`config.mk`:
```
export PLATFORM = sky130hd
export DESIGN_NAME = cci_mpf_rd_arb
export DESIGN_NICKNAME = d
export VERILOG_FILES = /design/src/rtl/cci_mpf_rd_arb.sv
export SDC_FILE = /design/constraint.sdc
export NUM_CORES = 2
export LEC_CHECK = 0
export CORE_AREA = 5 5 509 511
export DETAILED_ROUTE_END_ITERATION = 6
export DIE_AREA = 0 0 514 516
export SYNTH_ARGS = -nofsm -noshare
export SYNTH_HDL_FRONTEND = slang
export SYNTH_SLANG_ARGS = --single-unit
```
`constraint.sdc`:
```
create_clock -name clk -period 8.9 [get_ports clk]
set_input_delay 1.78 -clock clk [delete_from_list [all_inputs] [get_ports clk]]
set_output_delay 1.78 -clock clk [all_outputs]
set_load 0.03 [all_outputs]
```
`src/rtl/cci_mpf_rd_arb.sv`:
```
// Round-robin arbiter sharing the MPF C0 read request path between two clients.
// Granted requests carry the client index in mdata[TAG_BIT], which steers responses back.
module cci_mpf_rd_arb #(
  parameter int unsigned REQ_HDR_WIDTH   = 80,
  parameter int unsigned MDATA_WIDTH     = 16,
  parameter int unsigned TAG_BIT         = 15,
  parameter int unsigned DATA_WIDTH      = 512,
  parameter int unsigned FIFO_DEPTH      = 4,
  parameter int unsigned MAX_OUTSTANDING = 64
) (
  input  logic                          clk,
  input  logic                          reset,
  input  logic [1:0]                    req_valid,
  input  logic [1:0][REQ_HDR_WIDTH-1:0] req_hdr,
  output logic [1:0]                    req_almfull,
  output logic [REQ_HDR_WIDTH-1:0]      C0TxHdr,
  output logic                          C0TxRdValid,
  input  logic                          c0TxAlmFull,
  input  logic                          c0_rsp_valid,
  input  logic [MDATA_WIDTH-1:0]        c0_rsp_mdata,
  input  logic [DATA_WIDTH-1:0]         c0_rsp_data,
  output logic [1:0]                    rsp_valid,
  output logic [MDATA_WIDTH-1:0]        rsp_mdata,
  output logic [DATA_WIDTH-1:0]         rsp_data,
  output logic                          tag_err,
  output logic                          credit_err
);

  localparam int unsigned PtrW = $clog2(FIFO_DEPTH);
  localparam int unsigned OccW = $clog2(FIFO_DEPTH + 1);
  localparam int unsigned CntW = $clog2(MAX_OUTSTANDING + 1);

  logic [REQ_HDR_WIDTH-1:0] fifoMem [2][FIFO_DEPTH];
  logic [PtrW-1:0]          wrPtr [2];
  logic [PtrW-1:0]          rdPtr [2];
  logic [OccW-1:0]          occ [2];
  logic [CntW-1:0]          outstanding [2];
  logic                     rrPrio;

  logic [1:0]               enq;
  logic [1:0]               eligible;
  logic [1:0]               grant;
  logic [1:0]               rspHit;
  logic [1:0]               rspDec;
  logic                     grantIdx;
  logic [REQ_HDR_WIDTH-1:0] grantHdr;
  logic [MDATA_WIDTH-1:0]   rspMdataClr;

  always_comb begin
    for (int i = 0; i < 2; i++) begin
      enq[i]         = req_valid[i] && (occ[i] != OccW'(FIFO_DEPTH));
      eligible[i]    = (occ[i] != '0) && (outstanding[i] < CntW'(MAX_OUTSTANDING));
      req_almfull[i] = reset || (occ[i] >= OccW'(FIFO_DEPTH - 2));
    end
  end

  // rrPrio names the client that wins when both are eligible.
  always_comb begin
    grant = '0;
    if (!c0TxAlmFull) begin
      if (eligible[rrPrio]) begin
        grant[rrPrio] = 1'b1;
      end else if (eligible[!rrPrio]) begin
        grant[!rrPrio] = 1'b1;
      end
    end
    grantIdx          = grant[1];
    grantHdr          = fifoMem[grantIdx][rdPtr[grantIdx]];
    grantHdr[TAG_BIT] = grantIdx;
  end

  always_comb begin
    rspHit               = {c0_rsp_valid && c0_rsp_mdata[TAG_BIT],
                            c0_rsp_valid && !c0_rsp_mdata[TAG_BIT]};
    rspDec[0]            = rspHit[0] && (outstanding[0] != '0);
    rspDec[1]            = rspHit[1] && (outstanding[1] != '0);
    rspMdataClr          = c0_rsp_mdata;
    rspMdataClr[TAG_BIT] = 1'b0;
  end

  always_ff @(posedge clk) begin
    for (int i = 0; i < 2; i++) begin
      if (enq[i]) fifoMem[i][wrPtr[i]] <= req_hdr[i];
    end
  end

  always_ff @(posedge clk) begin
    if (reset) begin
      for (int i = 0; i < 2; i++) begin
        wrPtr[i]       <= '0;
        rdPtr[i]       <= '0;
        occ[i]         <= '0;
        outstanding[i] <= '0;
      end
      rrPrio      <= 1'b0;
      C0TxRdValid <= 1'b0;
      C0TxHdr     <= '0;
      rsp_valid   <= '0;
      rsp_mdata   <= '0;
      rsp_data    <= '0;
      tag_err     <= 1'b0;
      credit_err  <= 1'b0;
    end else begin
      for (int i = 0; i < 2; i++) begin
        if (enq[i])   wrPtr[i] <= wrPtr[i] + PtrW'(1);
        if (grant[i]) rdPtr[i] <= rdPtr[i] + PtrW'(1);
        occ[i] <= occ[i] + OccW'(enq[i]) - OccW'(grant[i]);
        // A stray response never pulls the counter below zero.
        if (grant[i] && !rspDec[i]) begin
          outstanding[i] <= outstanding[i] + CntW'(1);
        end else if (!grant[i] && rspDec[i]) begin
          outstanding[i] <= outstanding[i] - CntW'(1);
        end
        if (enq[i] && req_hdr[i][TAG_BIT]) tag_err <= 1'b1;
        if (rspHit[i] && (outstanding[i] == '0)) credit_err <= 1'b1;
      end
      C0TxRdValid <= |grant;
      if (|grant) begin
        C0TxHdr <= grantHdr;
        rrPrio  <= !grantIdx;
      end
      rsp_valid <= rspHit;
      if (c0_rsp_valid) begin
        rsp_mdata <= rspMdataClr;
        rsp_data  <= c0_rsp_data;
      end
    end
  end

  // Upstream must honour req_almfull; an enqueue into a full buffer is dropped.
  for (genvar g = 0; g < 2; g++) begin : gOvfChk
    assert property (@(posedge clk) disable iff (reset)
                     !(req_valid[g] && (occ[g] == OccW'(FIFO_DEPTH))));
  end

endmodule
```
==> impl_summary.txt <==
----------------------------------------------------
[Clock network]
  Count of H-tree levels built during CTS ... 4
  Clock slew at the register clock pins of the worst setup and hold paths ... 60 ps
  # clock sinks ... 1273
  Clock tree from TritonCTS ... yes
  PostCTS Resize Cnt ... 0
  Clock tree root buffer cell ... clkbuf_16
  Number of buffers created by CTS ... 152
  Clock latency on the worst-skew pair ... 810 ps
  Number of buffers added to fix hold violations after cts ... 0
  Deepest clock path buffer count ... 3
  Post-CTS Setup Bufs ... 0

[Setup path]
  Crit-path cells ... buf_8 -> inv_1 -> o311ai_0 -> clkdlybuf4s50_1
  Worst stage delay on the critical path ... 760 ps
  Top Family by Delay on Critical Path ... buffers and inverters
  Critical setup path kind ... in2out
  FF-to-FF setup slack ... 4640 ps
  Master of the slowest instance on the critical path ... clkdlybuf4s50_1
  Total buffers and inverters traversed by the critical path ... 3
  Required @ worst endpoint ... 7120 ps
  Start of the worst register-to-register path ... occ[0][0]
  Startpoint type of the worst setup path ... input port
  CP endpoint kind ... primary output
  Path depth of the worst reg2reg path ... 9
  Critical-path maximum fanout ... 41
  Endpoint arrival time on the critical path ... 3410 ps
  Worst r2r dst ... C0TxHdr[62]

[Layout]
  Footprint of the multi-input gates ... 0.0148 mm^2
  Commonest non-fill, non-tap cells in the layout ... clkdlybuf4s50_1, mux2i_1, edfxtp_1
  Final core utilization ... 0.277
  Storage element area ... 0.0320 mm^2
  Most common library cell in the layout ignoring fill and taps ... clkdlybuf4s50_1
  Area overhead of the layout relative to synthesis ... 46.3%
  Share of cells above drive strength 1 ... 0.0756
  Post-layout net count ... 5592
  Number of filler cells placed in the layout ... 25900

[Synthesis]
  Sequential fraction of the synthesis area ... 0.667
  Count of state elements after synthesis ... 1273
  Library cells used by synthesis ... 55
  Nets in the synthesized netlist ... 4339
  Top cell type by total area after synthesis ... edfxtp_1
  Proportion of synthesized flip-flops having asynchronous set or reset ... 0
  Number of enable flip-flop cells after synthesis ... 654
  Dominant synthesized flop cell ... edfxtp_1
  Synthesized netlist cell count ... 3620
  Number of warning messages in the yosys log ... 0
  Post-synthesis cell area ... 0.0480 mm^2
  Post-synthesis average cell area ... 13.3 um^2
  Post-synth top area share ... 0.409
  Main area contributors after synthesis ... edfxtp_1, dfxtp_1, mux2i_1

[GRT]
  Largest net degree at the start of global routing ... 126
  Tot GR Track Use ... 0.178
  Initial antenna violation count ... 174
  GRT Residual Overflow ... 0
  Wire length of the first global-routing pass ... 322000 um
  Number of global-route vias before repair ... 34600

[Run status]
  Status ... complete, no violations

[Power]
  Clock network power share ... 0.362
  Maximum ir drop on the vdd rail ... 0.000185 V
  Pleak ... 25.5 nW
  P_sw ... 0.00618 W
  Relative contribution of sequential cells to total power ... 0.386
  Cell area power density ... 269 mW/mm^2
  Post-layout power ... 0.0189 W
  Proportion of total power due to net switching ... 0.327
  Int Pwr ... 0.0127 W
  Combinational power share ... 0.252

[Routing]
  Detailed-route wire length per cell ... 29.5 um
  Via count ... 35100
  DRT Wirelength ... 248000 um
  Count of unresolved DRC violations after routing ... 0
  Via density per instance ... 4.18
  Number of violations reported at the end of detailed-routing iteration 0 ... 2395
  Post-route ant nets ... 0
  Detailed-router iteration count before antenna repair ... 6

[Floorplanning]
  Chip height ... 516 um
  Initial cell density of the core ... 0.190
  Core area ... 0.253 mm^2
  Area of the die ... 0.265 mm^2
  Number of core rows ... 185
  Io pins ... 1309
  Die outline width ... 514 um

[Timing]
  Final count of hold timing violations ... 0
  Worst-case clock skew ... 43.0 ps
  Slew headroom ... 0.232
  Final period utilization ... 0.583
  Maximum operating frequency ... 193 MHz
  TNS Setup ... 0 ps
  Number of slew-limit violations in the final report ... 0
  Measured slew at the worst slew-check pin ... 1150 ps
  Min setup slack post-route ... 3710 ps
  Final critical delay including setup and external delays ... 5190 ps
  Final setup vio count ... 0
  RSZ-0062 raised after global routing ... no

[Min path]
  Critical hold path startpoint ... credit_err
  Hold Path Cell Cnt ... 2
  Hold Crit Endpoint ... credit_err
  Hold Crit Class ... reg2reg

[Place]
  Final weighted congestion of routability-driven global placement ... 0.923
  Detailed Place HPWL ... 190000 um
  Worst slack at placement ... 2990 ps
  Count of input and output buffers ... 1307

[Job]
  Number of maximum-capacitance violations ... 0

----------------------------------------------------
## power by group through the flow
stage | Sequential [W] | Clock, W | Combinational (W)
after floorplan | 0.00787 | 0 | 0.00218
after global placement | 0.00739 | 0 | 0.00477
after detailed placement | 0.00740 | 0 | 0.00484
after CTS | 0.00729 | 0.00706 | 0.00486
after global routing | 0.00734 | 0.00726 | 0.00506
final | 0.00729 | 0.00684 | 0.00475
## flip-flops by register name, summed over array words and instances (netlist names)
name,cells
C0TxHdr,80
C0TxRdValid,1
credit_err,1
fifoMem,632
occ,6
outstanding,14
rdPtr,4
rrPrio,1
rsp_data,512
rsp_mdata,15
rsp_valid,2
tag_err,1
wrPtr,4
## worst max path at each step
stage | cells past startpoint | start | slack, ps | endpoint
6_report | 4 | reset | 3710 | req_almfull[0]
5_1_grt | 4 | reset | 3550 | req_almfull[0]
4_1_cts | 4 | reset | 3610 | req_almfull[0]
3_5_place_dp | 9 | c0TxAlmFull | 2990 | C0TxHdr[37]
3_3_place_gp | 9 | c0TxAlmFull | 3080 | C0TxHdr[44]
2_1_floorplan | 3 | reset | 4550 | req_almfull[0]
## metrics by stage
step,cell area (um^2),instances,hold slack [ps]
after floorplan,48000,3620,450
after global placement,64600,8085,453
after detailed placement,64600,8085,461
after CTS,70200,8367,478
after global routing,70200,8375,501
final,70300,8416,474
## kinds of logic after synthesis
family,share of synthesized area
flip-flops,0.667
AO/OA/AOI/OAI,0.0415
buffers and inverters,0.0259
other,0.0000781
AND/OR/NAND/NOR,0.0937
multiplexers,0.163
XOR/XNOR,0.00182
adder cells (fa/ha/maj),0.00698
## synth_stat cells (10+ instances only)
cell       count
edfxtp_1     654
inv_1         24
nor3b_1       45
buf_2         26
nand2_1      158
a2111oi_2     61
a311oi_1      74
a2111oi_0     13
buf_1         60
clkbuf_1     143
nor2_1       631
ha_1          22
and2_1        10
a21oi_1       13
nor3_1       189
mux2i_1      769
dfxtp_1      619
buf_6         10
## final cells by class
cell class / instances / share of cell area
antenna: 49 / 0.00174
clock buffer: 196 / 0.0589
clock inverter: 86 / 0.0199
inverter: 25 / 0.00144
multi-input combinational: 2070 / 0.211
sequential: 1273 / 0.456
tap: 3366 / 0.0599
timing repair buffer: 1351 / 0.192
## routing by layer
| layer | vias up | wire length (um) | track usage |
|---|---|---|---|
| met4 | 166 | 9490 | 0.0641 |
| li1 | 15700 | - | - |
| met1 | 17300 | 93600 | 0.201 |
| met5 | - | 1020 | 0 |
| met3 | 465 | 29300 | 0.0924 |
| met2 | 1529 | 115000 | 0.287 |
## worst reg2reg max path, stage by stage, from the launching register on
cell,delay [ps]
dfxtp_1,340
or3_4,390
a2111o_2,640
buf_4,450
inv_8,510
buf_4,860
mux2i_1,190
a2111oi_2,390
a311oi_1,110
nor3_1,290
Note: power is estimated with default switching activity, not from simulation.
